==> config.mk <==
export PLATFORM = sky130hd
export DESIGN_NAME = homography_responder
export DESIGN_NICKNAME = d
export VERILOG_FILES = /design/src/rtl/homography_responder_pkg.sv /design/src/rtl/homography_affine_mac.sv /design/src/rtl/homography_responder.sv
export SDC_FILE = /design/constraint.sdc
export NUM_CORES = 2
export LEC_CHECK = 0
export CELL_PAD_IN_SITES_DETAIL_PLACEMENT = 1
export CELL_PAD_IN_SITES_GLOBAL_PLACEMENT = 2
export CORE_MARGIN = 2
export CORE_UTILIZATION = 46
export DETAILED_ROUTE_END_ITERATION = 10
export PLACE_DENSITY_LB_ADDON = 0.1
export SLEW_MARGIN = 40
export SYNTH_ARGS = -nofsm -noshare
export SYNTH_HDL_FRONTEND = slang
export SYNTH_HIERARCHICAL = 1
export SYNTH_SLANG_ARGS = --single-unit
==> constraint.sdc <==
create_clock -name clk_25 -period 15.9 [get_ports clk_25]
set_input_delay 2.385 -clock clk_25 [delete_from_list [all_inputs] [get_ports clk_25]]
set_output_delay 2.385 -clock clk_25 [all_outputs]
set_load 0.01 [all_outputs]
==> src/rtl/homography_responder_pkg.sv <==
// Shared constants and types for the homography query responder.
// Contents: frame geometry, coefficient widths, cfg_sel codes, the packed
// coefficient set with its identity default, and RGB565 field positions.
package homography_responder_pkg;

  localparam int unsigned H_ACTIVE = 640;
  localparam int unsigned V_ACTIVE = 480;
  localparam int unsigned COEF_W   = 16;
  localparam int unsigned OFS_W    = 12;

  // RGB565 field slice positions
  localparam int unsigned R_MSB = 15;
  localparam int unsigned R_LSB = 11;
  localparam int unsigned G_MSB = 10;
  localparam int unsigned G_LSB = 5;
  localparam int unsigned B_MSB = 4;
  localparam int unsigned B_LSB = 0;

  typedef enum logic [2:0] {
    SEL_A = 3'd0,
    SEL_B = 3'd1,
    SEL_C = 3'd2,
    SEL_D = 3'd3,
    SEL_E = 3'd4,
    SEL_F = 3'd5
  } cfg_sel_e;

  // A,B,D,E are signed Q8.8; C,F are signed integer pixel offsets
  typedef struct packed {
    logic signed [COEF_W-1:0] a;
    logic signed [COEF_W-1:0] b;
    logic signed [OFS_W-1:0]  c;
    logic signed [COEF_W-1:0] d;
    logic signed [COEF_W-1:0] e;
    logic signed [OFS_W-1:0]  f;
  } coef_t;

  localparam coef_t COEF_IDENTITY = '{
    a: 16'sh0100, b: '0, c: '0, d: '0, e: 16'sh0100, f: '0
  };

endpackage

==> src/rtl/homography_affine_mac.sv <==
// One axis of the affine transform, two pipeline stages.
//   Stage A (first edge): products coef_x*x and coef_y*y (27-bit signed).
//   Stage B (second edge): sum, round-half-up /256, add offset, bounds test.
// Ports:
//   clk_i, rst_ni          clock, async active-low reset
//   x_i, y_i               unsigned query coordinates (zero-extended)
//   coef_x_i, coef_y_i     Q8.8 signed coefficients
//   ofs_i                  signed integer offset
//   coord_o                low 10 bits of the transformed coordinate
//   inb_o                  0 <= coordinate < LIMIT
module homography_affine_mac
  import homography_responder_pkg::*;
#(
  parameter int unsigned LIMIT = H_ACTIVE
) (
  input  logic                     clk_i,
  input  logic                     rst_ni,
  input  logic [9:0]               x_i,
  input  logic [9:0]               y_i,
  input  logic signed [COEF_W-1:0] coef_x_i,
  input  logic signed [COEF_W-1:0] coef_y_i,
  input  logic signed [OFS_W-1:0]  ofs_i,
  output logic [9:0]               coord_o,
  output logic                     inb_o
);

  logic signed [26:0] prod_x_d, prod_y_d, prod_x_q, prod_y_q;
  logic signed [27:0] sum_d, rnd_d, pos_d;
  logic [9:0]         coord_d, coord_q;
  logic               inb_d, inb_q;

  assign prod_x_d = coef_x_i * $signed({1'b0, x_i});
  assign prod_y_d = coef_y_i * $signed({1'b0, y_i});

  always_comb begin
    sum_d   = 28'(prod_x_q) + 28'(prod_y_q);
    rnd_d   = (sum_d + 28'sd128) >>> 8;
    pos_d   = rnd_d + 28'(ofs_i);
    // sign bit clear means non-negative; the magnitude compare is then unsigned
    inb_d   = !pos_d[27] && (pos_d[26:0] < 27'(LIMIT));
    coord_d = pos_d[9:0];
  end

  always_ff @(posedge clk_i or negedge rst_ni) begin
    if (!rst_ni) begin
      prod_x_q <= '0;
      prod_y_q <= '0;
      coord_q  <= '0;
      inb_q    <= 1'b0;
    end else begin
      prod_x_q <= prod_x_d;
      prod_y_q <= prod_y_d;
      coord_q  <= coord_d;
      inb_q    <= inb_d;
    end
  end

  assign coord_o = coord_q;
  assign inb_o   = inb_q;

endmodule

==> src/rtl/homography_responder.sv <==
// Responder end of the homography query interface.
// Each (query_x, query_y) sampled with start is mapped through the active
// affine transform, the source pixel is read from a 640x480 RGB565 frame
// store, and the echoed query plus pixel come back with ready exactly five
// cycles after start. Out-of-bounds queries skip the read and return black.
// Ports:
//   clk_25, rst_n                 clock, async active-low reset
//   start, query_x, query_y       query in (one per cycle, no backpressure)
//   return_x, return_y, r, g, b   response, held while ready=0
//   ready                         one-cycle pulse per response
//   mem_addr, mem_rden, mem_q     frame store read port (1-cycle latency)
//   cfg_we, cfg_sel, cfg_data     shadow coefficient write
//   cfg_commit, cfg_busy          shadow-to-active commit and pending flag
module homography_responder
  import homography_responder_pkg::*;
(
  input  logic        clk_25,
  input  logic        rst_n,
  input  logic        start,
  input  logic [9:0]  query_x,
  input  logic [9:0]  query_y,
  output logic [9:0]  return_x,
  output logic [9:0]  return_y,
  output logic [4:0]  r,
  output logic [5:0]  g,
  output logic [4:0]  b,
  output logic        ready,
  output logic [18:0] mem_addr,
  output logic        mem_rden,
  input  logic [15:0] mem_q,
  input  logic        cfg_we,
  input  logic [2:0]  cfg_sel,
  input  logic [15:0] cfg_data,
  input  logic        cfg_commit,
  output logic        cfg_busy
);

  // Pipeline: index 0..4 = S1..S5
  logic [4:0] valid_q;
  logic [9:0] qx_q [5];
  logic [9:0] qy_q [5];

  coef_t shadow_q, shadow_d, active_q, active_d;
  logic  pending_q, pending_d, load;

  logic [9:0]  sx, sy;
  logic        inb_x, inb_y;
  logic [18:0] mem_addr_q, mem_addr_d;
  logic        mem_rden_q, mem_rden_d;
  logic        inb5_q;

  logic        ready_q;
  logic [9:0]  ret_x_q, ret_y_q;
  logic [4:0]  r_q, r_d, b_q, b_d;
  logic [5:0]  g_q, g_d;

  homography_affine_mac #(.LIMIT(H_ACTIVE)) u_mac_x (
    .clk_i    (clk_25),
    .rst_ni   (rst_n),
    .x_i      (qx_q[0]),
    .y_i      (qy_q[0]),
    .coef_x_i (active_q.a),
    .coef_y_i (active_q.b),
    .ofs_i    (active_q.c),
    .coord_o  (sx),
    .inb_o    (inb_x)
  );

  homography_affine_mac #(.LIMIT(V_ACTIVE)) u_mac_y (
    .clk_i    (clk_25),
    .rst_ni   (rst_n),
    .x_i      (qx_q[0]),
    .y_i      (qy_q[0]),
    .coef_x_i (active_q.d),
    .coef_y_i (active_q.e),
    .ofs_i    (active_q.f),
    .coord_o  (sy),
    .inb_o    (inb_y)
  );

  // Coefficient shadow/commit. The load uses shadow_d so a write landing on
  // the load edge (including one paired with its own commit) is included.
  always_comb begin
    shadow_d = shadow_q;
    if (cfg_we) begin
      case (cfg_sel)
        SEL_A:   shadow_d.a = cfg_data;
        SEL_B:   shadow_d.b = cfg_data;
        SEL_C:   shadow_d.c = cfg_data[OFS_W-1:0];
        SEL_D:   shadow_d.d = cfg_data;
        SEL_E:   shadow_d.e = cfg_data;
        SEL_F:   shadow_d.f = cfg_data[OFS_W-1:0];
        default: ;
      endcase
    end
    // S1..S4 all read the active set; S5 no longer does
    load      = pending_q && (valid_q[3:0] == '0) && !start;
    active_d  = load ? shadow_d : active_q;
    pending_d = load ? 1'b0 : (pending_q | cfg_commit);
  end

  always_comb begin
    mem_rden_d = valid_q[2] && inb_x && inb_y;
    mem_addr_d = mem_rden_d ? ((19'(sy) << 9) + (19'(sy) << 7) + 19'(sx))
                            : mem_addr_q;
    if (inb5_q) begin
      r_d = mem_q[R_MSB:R_LSB];
      g_d = mem_q[G_MSB:G_LSB];
      b_d = mem_q[B_MSB:B_LSB];
    end else begin
      r_d = '0;
      g_d = '0;
      b_d = '0;
    end
  end

  always_ff @(posedge clk_25 or negedge rst_n) begin
    if (!rst_n) begin
      valid_q    <= '0;
      for (int unsigned i = 0; i < 5; i++) begin
        qx_q[i] <= '0;
        qy_q[i] <= '0;
      end
      shadow_q   <= COEF_IDENTITY;
      active_q   <= COEF_IDENTITY;
      pending_q  <= 1'b0;
      mem_addr_q <= '0;
      mem_rden_q <= 1'b0;
      inb5_q     <= 1'b0;
      ready_q    <= 1'b0;
      ret_x_q    <= '0;
      ret_y_q    <= '0;
      r_q        <= '0;
      g_q        <= '0;
      b_q        <= '0;
    end else begin
      valid_q <= {valid_q[3:0], start};
      qx_q[0] <= query_x;
      qy_q[0] <= query_y;
      for (int unsigned i = 1; i < 5; i++) begin
        qx_q[i] <= qx_q[i-1];
        qy_q[i] <= qy_q[i-1];
      end
      shadow_q   <= shadow_d;
      active_q   <= active_d;
      pending_q  <= pending_d;
      mem_addr_q <= mem_addr_d;
      mem_rden_q <= mem_rden_d;
      inb5_q     <= mem_rden_q;
      ready_q    <= valid_q[4];
      if (valid_q[4]) begin
        ret_x_q <= qx_q[4];
        ret_y_q <= qy_q[4];
        r_q     <= r_d;
        g_q     <= g_d;
        b_q     <= b_d;
      end
    end
  end

  assign return_x = ret_x_q;
  assign return_y = ret_y_q;
  assign r        = r_q;
  assign g        = g_q;
  assign b        = b_q;
  assign ready    = ready_q;
  assign mem_addr = mem_addr_q;
  assign mem_rden = mem_rden_q;
  assign cfg_busy = pending_q;

endmodule

==> results.toml <==
[sta]
setup_viol = 0
rsz0062_at_grt = "no"
drv_slew = 0
worstMarginPinSlew_ns = 0.841
tns_ns = 0
min_period_ns = 5.82
fmax_ghz = 0.172
period_share_pct = 36.6
worst_hold_slack_ns = 0.344
timing_hold_violations_final = 0
fin_skew_ns = 0.0290
maxSlewHeadroom_pct = 43.9

[clock_tree]
cts_tree = "yes"
insertion_delay_ns = 0.67
post_cts_resize_count = 0
cts.sinks = 470
cts_buffers = 55
ctsRootBufferMaster = "clkbuf_16"
cts_setup_buffers = 0
cts_max_level = 2
holdBufCountCts = 0
path_clk_slew_ns = 0.06
clk_path_buf_depth = 3

[floorplan]
start_util_pct = 46.6
die_area_um2 = 97300
coreArea_um2 = 93600
die_x_um = 312
rows = 112
io-pin-count = 118
die_h_um = 312

[global_route]
first_global_vias = 32800
grt_max_degree = 92
grt_pass1_wl_mm = 184
grt_util_all_layers_pct = 24.1
grt_overflow = 0
antenna_found_initial = 15

[synthesis]
syn_area_um2 = 43600
synthArstFlopShare_pct = 100
netlist_instances = 4117
synth_edf_count = 0
yosysTopAreaCell = "fa_1"
synth_ff_type = "dfrtp_1"
synth-seq-area-share_pct = 27.0
netlist.area_leader.share_pct = 26.8
yosysWarningCount = 6
synth-seq-cells = 470
syn_area_per_cell_um2 = 10.6
synth_nets = 5166
yosys-top-cells-area = "fa_1 (27%), dfrtp_1 (27%), ha_1 (12%)"
synth_cell_type_count = 85

[final_layout]
final_area_um2 = 48000
layout_commonest_cell = "inv_1"
layout_common_cells = "inv_1 (678), fa_1 (584), dfrtp_1 (464)"
area_growth_pct = 10.1
final-seq-area_um2 = 11800
nFillCells = 10200
multiInputGateArea_um2 = 28800
instances_no_fill = 5500
nets = 5246
drive_above_1_share_pct = 8.44

[critical_path]
cp-start-kind = "flip-flop"
cp.required_ns = 16.47
cp_slowest_cell = "o41ai_1"
path_cells = "buf_4 -> nand2_1 -> fa_1 -> inv_1 -> fa_1 -> inv_1 -> fa_1 -> inv_1 -> fa_1 -> inv_1 -> fa_1 -> inv_1 -> ha_1 -> a21oi_1 -> o21ai_0 -> a21oi_1 -> a21oi_1 -> o41ai_1 -> o2111ai_1 -> a21oi_1 -> xnor2_1"
worstPathMaxFanout = 33
endpoint_kind = "flip-flop"
path_class = "reg2reg"
slowest_delay_ns = 0.58
worstPathArrival_ns = 6.39

[detailed_routing]
drt-total-wl_mm = 112
drc = 0
vias = 28700
routedWlPerCell_um = 20.3
postRouteAntennaNets = 0
avgViaCountPerCell = 5.22
drt_iter0_markers = 1228
first_pass_iters = 4

[place]
place_congestion = 0.824
portBuffers = 117
dp_cells = 5392
hpwlAfterDp_mm = 86.0
dpl-instance-area_um2 = 46100

[run_status]
outcome = "completed"

[hold_path]
min_path_type = "reg2reg"

[run]
max_cap_viol_count = 0
synth_stat cells (4+ instances only):
cell,count
a211oi_1,19
dfstp_2,4
nor3_1,43
o21ai_1,5
buf_2,5
or3_1,7
a221o_1,6
xnor2_1,118
nor4_1,11
nand4_1,11
o21ai_0,91
o21a_1,25
mux2_4,20
inv_1,678
dfrtp_1,466
xor2_1,45
a21oi_1,117
a2111oi_0,4
o31ai_1,8
a31oi_1,17
o211ai_1,11
o21bai_1,20
nand3_1,48
a21boi_0,9
a311oi_1,4
fa_1,584
o311ai_0,4
a31o_2,6
clkbuf_1,113
and2_1,373
mux2_2,176
and3_1,19
nor2b_1,23
nand2b_1,24
nand2_1,381
a21o_1,43
nor2_1,92
ha_1,405
cell families after synthesis:
| family | count (synthesis) | synth area share, % |
|---|---|---|
| buffers and inverters | 805 | 7.09 |
| AOI/OAI and AO/OA | 436 | 6.58 |
| xor gates and xnor gates | 163 | 3.27 |
| DFF | 470 | 27.0 |
| adders and majority gates | 989 | 38.4 |
| muxes | 200 | 5.33 |
| and+or+nand+nor | 1054 | 12.3 |
layer usage:
| layer | share of wire, % | global-route usage, % |
|---|---|---|
| met5 | 0.037 | 0 |
| met4 | 3.1 | 6.94 |
| met3 | 3.6 | 2.89 |
| met2 | 47 | 39.9 |
| met1 | 46 | 33.3 |
sequential cells by signal (all words and copies together), names as in the netlist, 19 cells and up:
register and count:
u_mac_x/prod_y_q 27, shadow_q 88, qy_q 50, u_mac_y/prod_y_q 27
active_q 88, mem_addr 19, u_mac_x/prod_x_q 27, u_mac_y/prod_x_q 27
qx_q 50
layout make-up:
type                            count  area share [%]
Tap cell                         1254            3.27
Inverter                          678            5.30
Multi-Input combinational cell   2842            59.9
Timing Repair Buffer              150            3.05
Antenna cell                        4          0.0208
Clock buffer                       70            3.11
Sequential cell                   470            24.5
Clock inverter                     32           0.826
final timing paths:
| check | from | to | slack, ns | cells after the start |
|---|---|---|---|---|
| max | qx_q[42] | u_mac_y/prod_x_q[26] | 10.08 | 21 |
| min | qx_q[37] | qx_q[27] | 0.34 | 0 |
| max in group asynchronous | rst_n | qy_q[35] | 12.28 | 4 |
| max reg2reg | qx_q[42] | u_mac_y/prod_x_q[26] | 10.08 | 21 |
| min in group asynchronous | rst_n | u_mac_y/prod_x_q[25] | 1.63 | 1 |
| min reg2reg | qx_q[37] | qx_q[27] | 0.34 | 0 |
critical path, delay by kind of cell, from the launching register on:
family | cells | cell delay (ns)
adder cells (fa/ha/maj) | 6 | 2.91
AO/OA/AOI/OAI | 7 | 1.61
AND/OR/NAND/NOR | 1 | 0.16
buffers and inverters | 6 | 0.61
flip-flops | 1 | 0.32
XOR/XNOR | 1 | 0.13
metrics by stage:
step                      setup slack, ns  utilization [%]
after floorplan                     10.40                -
after global placement              10.12             49.2
after detailed placement            10.09             49.2
after CTS                           10.04             51.2
after global routing                 9.69             51.3
final                               10.08             51.3
Power is not shown: default switching activity piles up to over one toggle a cycle in this logic, so the estimate is an artifact.
